### config.mk
export PLATFORM = sky130hd
export DESIGN_NAME = dbus_mem_responder
export DESIGN_NICKNAME = d
export VERILOG_FILES = /design/src/rtl/dbus_mem_responder.sv
export SDC_FILE = /design/constraint.sdc
export NUM_CORES = 2
export LEC_CHECK = 0
export ABC_AREA = 0
export CORE_AREA = 2 2 510 512
export DETAILED_ROUTE_END_ITERATION = 10
export DIE_AREA = 0 0 512 514
export GPL_TIMING_DRIVEN = 0
export SLEW_MARGIN = 15
export SYNTH_ARGS = -nofsm -noshare
export SYNTH_HDL_FRONTEND = slang
export SYNTH_SLANG_ARGS = --single-unit
### constraint.sdc
create_clock -name clock -period 3.9 [get_ports clock]
set_input_delay 0.78 -clock clock [delete_from_list [all_inputs] [get_ports clock]]
set_output_delay 0.78 -clock clock [all_outputs]
set_load 0.01 [all_outputs]
### src/rtl/dbus_mem_responder.sv
// Bridges dcache line/beat requests onto a one-beat-at-a-time backing memory port.
// One request in flight; bursts walk the aligned 512-bit line in 64-bit beats.
module dbus_mem_responder #(
  parameter int BEATS = 8
) (
  input  logic         clock,
  input  logic         reset_n,
  input  logic         dbus_index_valid,
  output logic         dbus_index_ready,
  input  logic [63:0]  dbus_index,
  input  logic [511:0] dbus_write_data,
  input  logic [1:0]   dbus_operation_type,
  input  logic         dbus_burst_mode,
  output logic [511:0] dbus_read_data,
  output logic         dbus_operation_done,
  output logic         mem_req_valid,
  input  logic         mem_req_ready,
  output logic         mem_req_we,
  output logic [63:0]  mem_req_addr,
  output logic [63:0]  mem_req_wdata,
  input  logic         mem_resp_valid,
  input  logic [63:0]  mem_resp_rdata
);
  localparam int            CW         = (BEATS > 1) ? $clog2(BEATS) : 1;
  localparam logic [CW-1:0] LAST_BURST = CW'(BEATS - 1);
  localparam logic [1:0]    OP_READ    = 2'b00;
  localparam logic [1:0]    OP_WRITE   = 2'b01;

  typedef enum logic [1:0] {IDLE, REQ, WAIT, DONE} state_t;
  state_t state, state_nxt;

  logic [63:0]   idx_q;
  logic [511:0]  wdata_q;
  logic [1:0]    op_q;
  logic          burst_q;
  logic [CW-1:0] beat_cnt;
  logic [511:0]  rdata_q;

  logic          accept;
  logic          supported;
  logic          last_beat;
  logic          resp_fire;
  logic [63:0]   beat_addr;

  assign accept    = dbus_index_valid && (state == IDLE);
  assign supported = (dbus_operation_type == OP_READ) || (dbus_operation_type == OP_WRITE);
  assign last_beat = (beat_cnt == (burst_q ? LAST_BURST : '0));
  assign resp_fire = (state == WAIT) && mem_resp_valid;

  // beat_cnt never passes BEATS-1, so a burst never carries out of its line
  assign beat_addr = burst_q ? ((idx_q & ~64'h3F) + (64'(beat_cnt) << 3))
                             : (idx_q & ~64'h7);

  always_ff @(posedge clock or negedge reset_n) begin
    if (!reset_n) state <= IDLE;
    else          state <= state_nxt;
  end

  always_comb begin
    state_nxt = state;
    case (state)
      IDLE: if (accept) state_nxt = supported ? REQ : DONE;
      REQ:  if (mem_req_ready) state_nxt = WAIT;
      WAIT: if (mem_resp_valid) state_nxt = last_beat ? DONE : REQ;
      DONE: state_nxt = IDLE;
      default: state_nxt = IDLE;
    endcase
  end

  always_ff @(posedge clock or negedge reset_n) begin
    if (!reset_n) begin
      idx_q    <= '0;
      wdata_q  <= '0;
      op_q     <= '0;
      burst_q  <= 1'b0;
      beat_cnt <= '0;
      rdata_q  <= '0;
    end else if (accept) begin
      idx_q    <= dbus_index;
      wdata_q  <= dbus_write_data;
      op_q     <= dbus_operation_type;
      burst_q  <= dbus_burst_mode;
      beat_cnt <= '0;
      rdata_q  <= '0;
    end else if (resp_fire) begin
      if (op_q == OP_READ) rdata_q[{beat_cnt, 6'd0} +: 64] <= mem_resp_rdata;
      if (!last_beat) beat_cnt <= beat_cnt + CW'(1);
    end
  end

  always_comb begin
    dbus_index_ready    = (state == IDLE);
    dbus_operation_done = (state == DONE);
    dbus_read_data      = rdata_q;
    mem_req_valid       = 1'b0;
    mem_req_we          = 1'b0;
    mem_req_addr        = '0;
    mem_req_wdata       = '0;
    if (state == REQ) begin
      mem_req_valid = 1'b1;
      mem_req_we    = (op_q == OP_WRITE);
      mem_req_addr  = beat_addr;
      mem_req_wdata = wdata_q[{beat_cnt, 6'd0} +: 64];
    end
  end

  a_beat_cnt_range: assert property (@(posedge clock) disable iff (!reset_n)
    beat_cnt <= LAST_BURST);
  a_done_one_cycle: assert property (@(posedge clock) disable iff (!reset_n)
    (state == DONE) |=> (state == IDLE));

endmodule
==> results.txt <==
----------------------------------------------------
[Outcome]
  Run status ... finished, final reports clean

[Clock tree]
  Clock buffers created by TritonCTS ... 130
  Clock tree from TritonCTS ... done
  Post-CTS clock slew at the launch and capture registers of the worst setup and hold paths ... 0.06 ns
  Depth of the CTS H-tree ... 4
  Clock Path Buffers ... 3
  CTS Root Buffer Type ... clkbuf_16
  Sinks on the clock net ... 1093
  Worst skew pair latency ... 0.77 ns

[Drt]
  Via count normalized by instance count ... 4.436
  Remaining design rule violation count ... 0
  Average wire per cell in the routed design ... 27.15 microns
  Routed vias ... 42900
  Final wirelength ... 262500 microns
  Number of DRC markers after the initial detailed-route iteration ... 3561
  Total iterations of the first detailed-routing run ... 7
  DRT antenna net count ... 0

[Power]
  Cell internal power dissipation ... 27.26 mW
  Power Total ... 43.73 mW
  Clock share of power ... 27.8%
  IR Drop Worst-Case VDD ... 401.3 uV
  Leakage dissipation ... 30.59 nW
  Comb pwr share ... 34.5%
  Power per unit of standard cell area ... 638.5 nW/um^2
  Portion of total power attributed to sequential cells ... 37.7%
  Fraction of power spent switching nets ... 37.68%
  Switching power summed over all nets ... 16.48 mW

[Global routing]
  GRT Overall Usage ... 19.35%
  Grt ovf ... 0
  Maximum number of pins on one net before global-route repair ... 151
  Wire length of the first global-routing pass ... 355000 microns
  Number of global-route vias before repair ... 43900
  Antenna violations before repair ... 49

[Synthesis]
  Share of the yosys chip area belonging to registers ... 58.99%
  Flip-flop and latch count after synthesis ... 1093
  Total of warnings raised by yosys ... 0
  Compound-gate portion of the synthesized area ... 9.057%
  Post-Synth Simple-Gate Area ... 21.10%
  Largest family of logic cells by synthesized area ... simple AND/OR/NAND/NOR gates
  Count of distinct cell types in the synthesized netlist ... 46
  Synthesized netlist cell count ... 4747
  XOR/XNOR Fraction of Synth Area ... 0.01889%
  Area of the mapped netlist ... 46360 sq um
  Share of cell area taken by muxes after synthesis ... 6.391%
  Average footprint of a synthesized cell ... 9.767 sq um
  Number of enable flip-flop cells after synthesis ... 0
  Top_reg_cell synth ... dfrtp_1
  Post-synthesis adder-cell area fraction ... 0.1889%
  Async S/R FF share, synth ... 100.0%

[STA]
  Final count of pins violating max slew ... 0
  Setup slack of the critical path after layout ... 0.08147 ns
  Normalized max-slew margin ... 26.08%
  Slew at the pin with the worst max-slew slack ... 1.109 ns
  Final setup fails ... 0
  Total count of hold-check failures in the final report ... 0
  Setup skew after layout ... 0.02911 ns
  Setup total negative slack ... 0 ns
  Tcrit/Tclk final ... 97.91%
  RSZ-0062 raised after global routing ... no
  Min Hold Slack ... 0.3575 ns
  Peak Freq ... 261.9 MHz
  Min Clock Period, post-route ... 3.819 ns

[Setup path]
  Maximum net fanout on the critical path ... 10
  Critical path type ... flop to flop
  Critical path launch point type ... flop
  Critical path data required time ... 4.57 ns
  CP bufs+invs ... 9
  Cell family with the largest share of critical-path delay ... buffers and inverters
  Data arrival at the endpoint of the critical path ... 4.49 ns
  Slowest library cell on the worst path ... dfrtp_2
  Kind of end point of the critical path ... flop
  Worst stage delay on the critical path ... 0.42 ns
  Cell-by-cell listing of the critical path ... buf_12, clkbuf_16, clkbuf_8, inv_1, ha_1, ha_1, clkbuf_4, nand2b_2, nor4_4, buf_4, buf_6, buf_6, clkbuf_1, nand3_1, a21oi_1

[Die]
  Total Die Area ... 263200 sq um
  Die H ... 514 microns
  Boundary pin count ... 1292
  Die Wd ... 512 microns
  Area inside the core boundary ... 258100 sq um
  Starting Density ... 17.96%
  Std cell rows ... 187

[Run]
  Number of max-cap violations ... 0

[Place]
  Worst slack, placed ... -1.739 ns
  Final estimated routing congestion in global placement ... 0.9276
  Detailed placer's ending HPWL ... 211400 microns
  I/O Buffers ... 1224

[Final layout]
  Sequential cell area ... 27350 sq um
  Fraction of final layout cells with drive strength greater than 1 ... 9.848%
  Layout overhead on the synthesized area ... 47.75%
  Area taken by multi-input logic gates ... 17170 sq um
  Post-layout net count ... 6809
  Utilization of the core after routing ... 26.54%
  Number of fill cells in the layout ... 27260
  Most frequent cells in the layout ... nand2_1 (2056), clkdlybuf4s50_1 (1151), dfrtp_1 (1092)
  Leading cell type in the layout, fill and taps excluded ... nand2_1

[Min path]
  Type of the worst min-delay path ... primary input to flop

----------------------------------------------------
-- what timing repair did --
item	CTS	global route
setup buffers	18	2
pin swaps	3	0
resized for setup	274	5
cloned	1	2
endpoints found under the hold margin	109	0
endpoints found under the setup margin	636	179
hold buffers	1	0
-- registers in the layout (all words and copies together) (netlist names) --
name / cells
dbus_read_data: 512
wdata_q: 512
idx_q: 61
beat_cnt: 3
op_q: 2
state: 2
burst_q: 1
-- cells by family (layout without fill, tap and decap cells) --
| group | count (synthesis) | in the layout |
|---|---|---|
| compound gates | 646 | 646 |
| xor+xnor | 1 | 1 |
| fa+ha+maj | 7 | 7 |
| buf+inv | 432 | 1928 |
| flops | 1093 | 1093 |
| mux | 136 | 136 |
| other cells | 1 | 28 |
| simple gates | 2431 | 2431 |
-- final timing paths --
kind	slack (ns)	cells past startpoint	end	start
max	0.08	15	dbus_read_data[289]$_DFFE_PN0P_	beat_cnt[1]$_DFFE_PN0P_
min	0.36	3	dbus_read_data[11]$_DFFE_PN0P_	mem_resp_rdata[11]
max reg2reg	0.08	15	dbus_read_data[289]$_DFFE_PN0P_	beat_cnt[1]$_DFFE_PN0P_
min reg2reg	0.46	2	idx_q[38]$_DFFE_PN0N_	idx_q[38]$_DFFE_PN0N_
max in group asynchronous	0.47	6	dbus_read_data[298]$_DFFE_PN0P_	reset_n
min in group asynchronous	0.63	2	wdata_q[146]$_DFFE_PN0N_	reset_n
-- power by group through the flow --
stage,combinational [mW],clock (mW),sequential [mW]
floorplan,7.61,0,15.8
global placement,14.6,0,16.7
detailed placement,15.1,0,16.6
CTS,15.4,12.4,16.5
finish,15.1,12.2,16.5
global route,16.4,12.9,16.8
-- cell usage after synthesis (3+ instances only) --
cell,number,area share [%]
mux2i_1,8,0.17
dfrtp_1,1093,59
and3_1,3,0.040
a22o_1,248,4.7
buf_1,15,0.12
a21oi_1,129,1.4
buf_2,70,0.76
nand4_1,4,0.054
mux4_2,128,6.2
o21ai_0,251,2.7
a21o_1,4,0.065
nor4_2,3,0.081
nand2_1,2056,17
and2_1,59,0.80
nand3_1,260,2.8
inv_1,5,0.040
nor2_1,18,0.15
buf_8,6,0.19
clkbuf_1,286,2.3
nor3_1,3,0.032
ha_1,7,0.19
buf_4,49,0.79
nor3b_1,4,0.065
o21ai_1,8,0.086
-- metal layers --
| layer | vias to the layer above | track usage (%) | routed length (microns) |
|---|---|---|---|
| met3 | 546 | 3.665 | 16530 |
| met4 | 36 | 12.32 | 18090 |
| met5 | - | 0 | 254 |
| met2 | 2236 | 34.85 | 134200 |
| li1 | 18560 | - | - |
| met1 | 21520 | 20.70 | 93430 |
-- metrics by stage --
step,area (sq um),cells
after floorplan,46370,4749
after global placement,62880,9375
after detailed placement,63580,9404
after CTS,68370,9644
after global routing,68470,9660
final,68500,9672
-- layout make-up --
cell class / instances / share of cell area (%)
clock buffer: 183 / 5.438
antenna: 25 / 0.09133
buffer: 423 / 3.538
inverter: 5 / 0.02740
sequential: 1093 / 39.93
clock inverter: 40 / 0.6338
tap: 3402 / 6.214
timing repair buffer: 1277 / 19.06
multi-input combinational: 3224 / 25.07
-- worst min-delay path, cell delays in order --
cell and delay, ns:
buf_4 0.17, nand2_1 0.07, a21oi_1 0.06
Power figures use the tool's default switching activity.
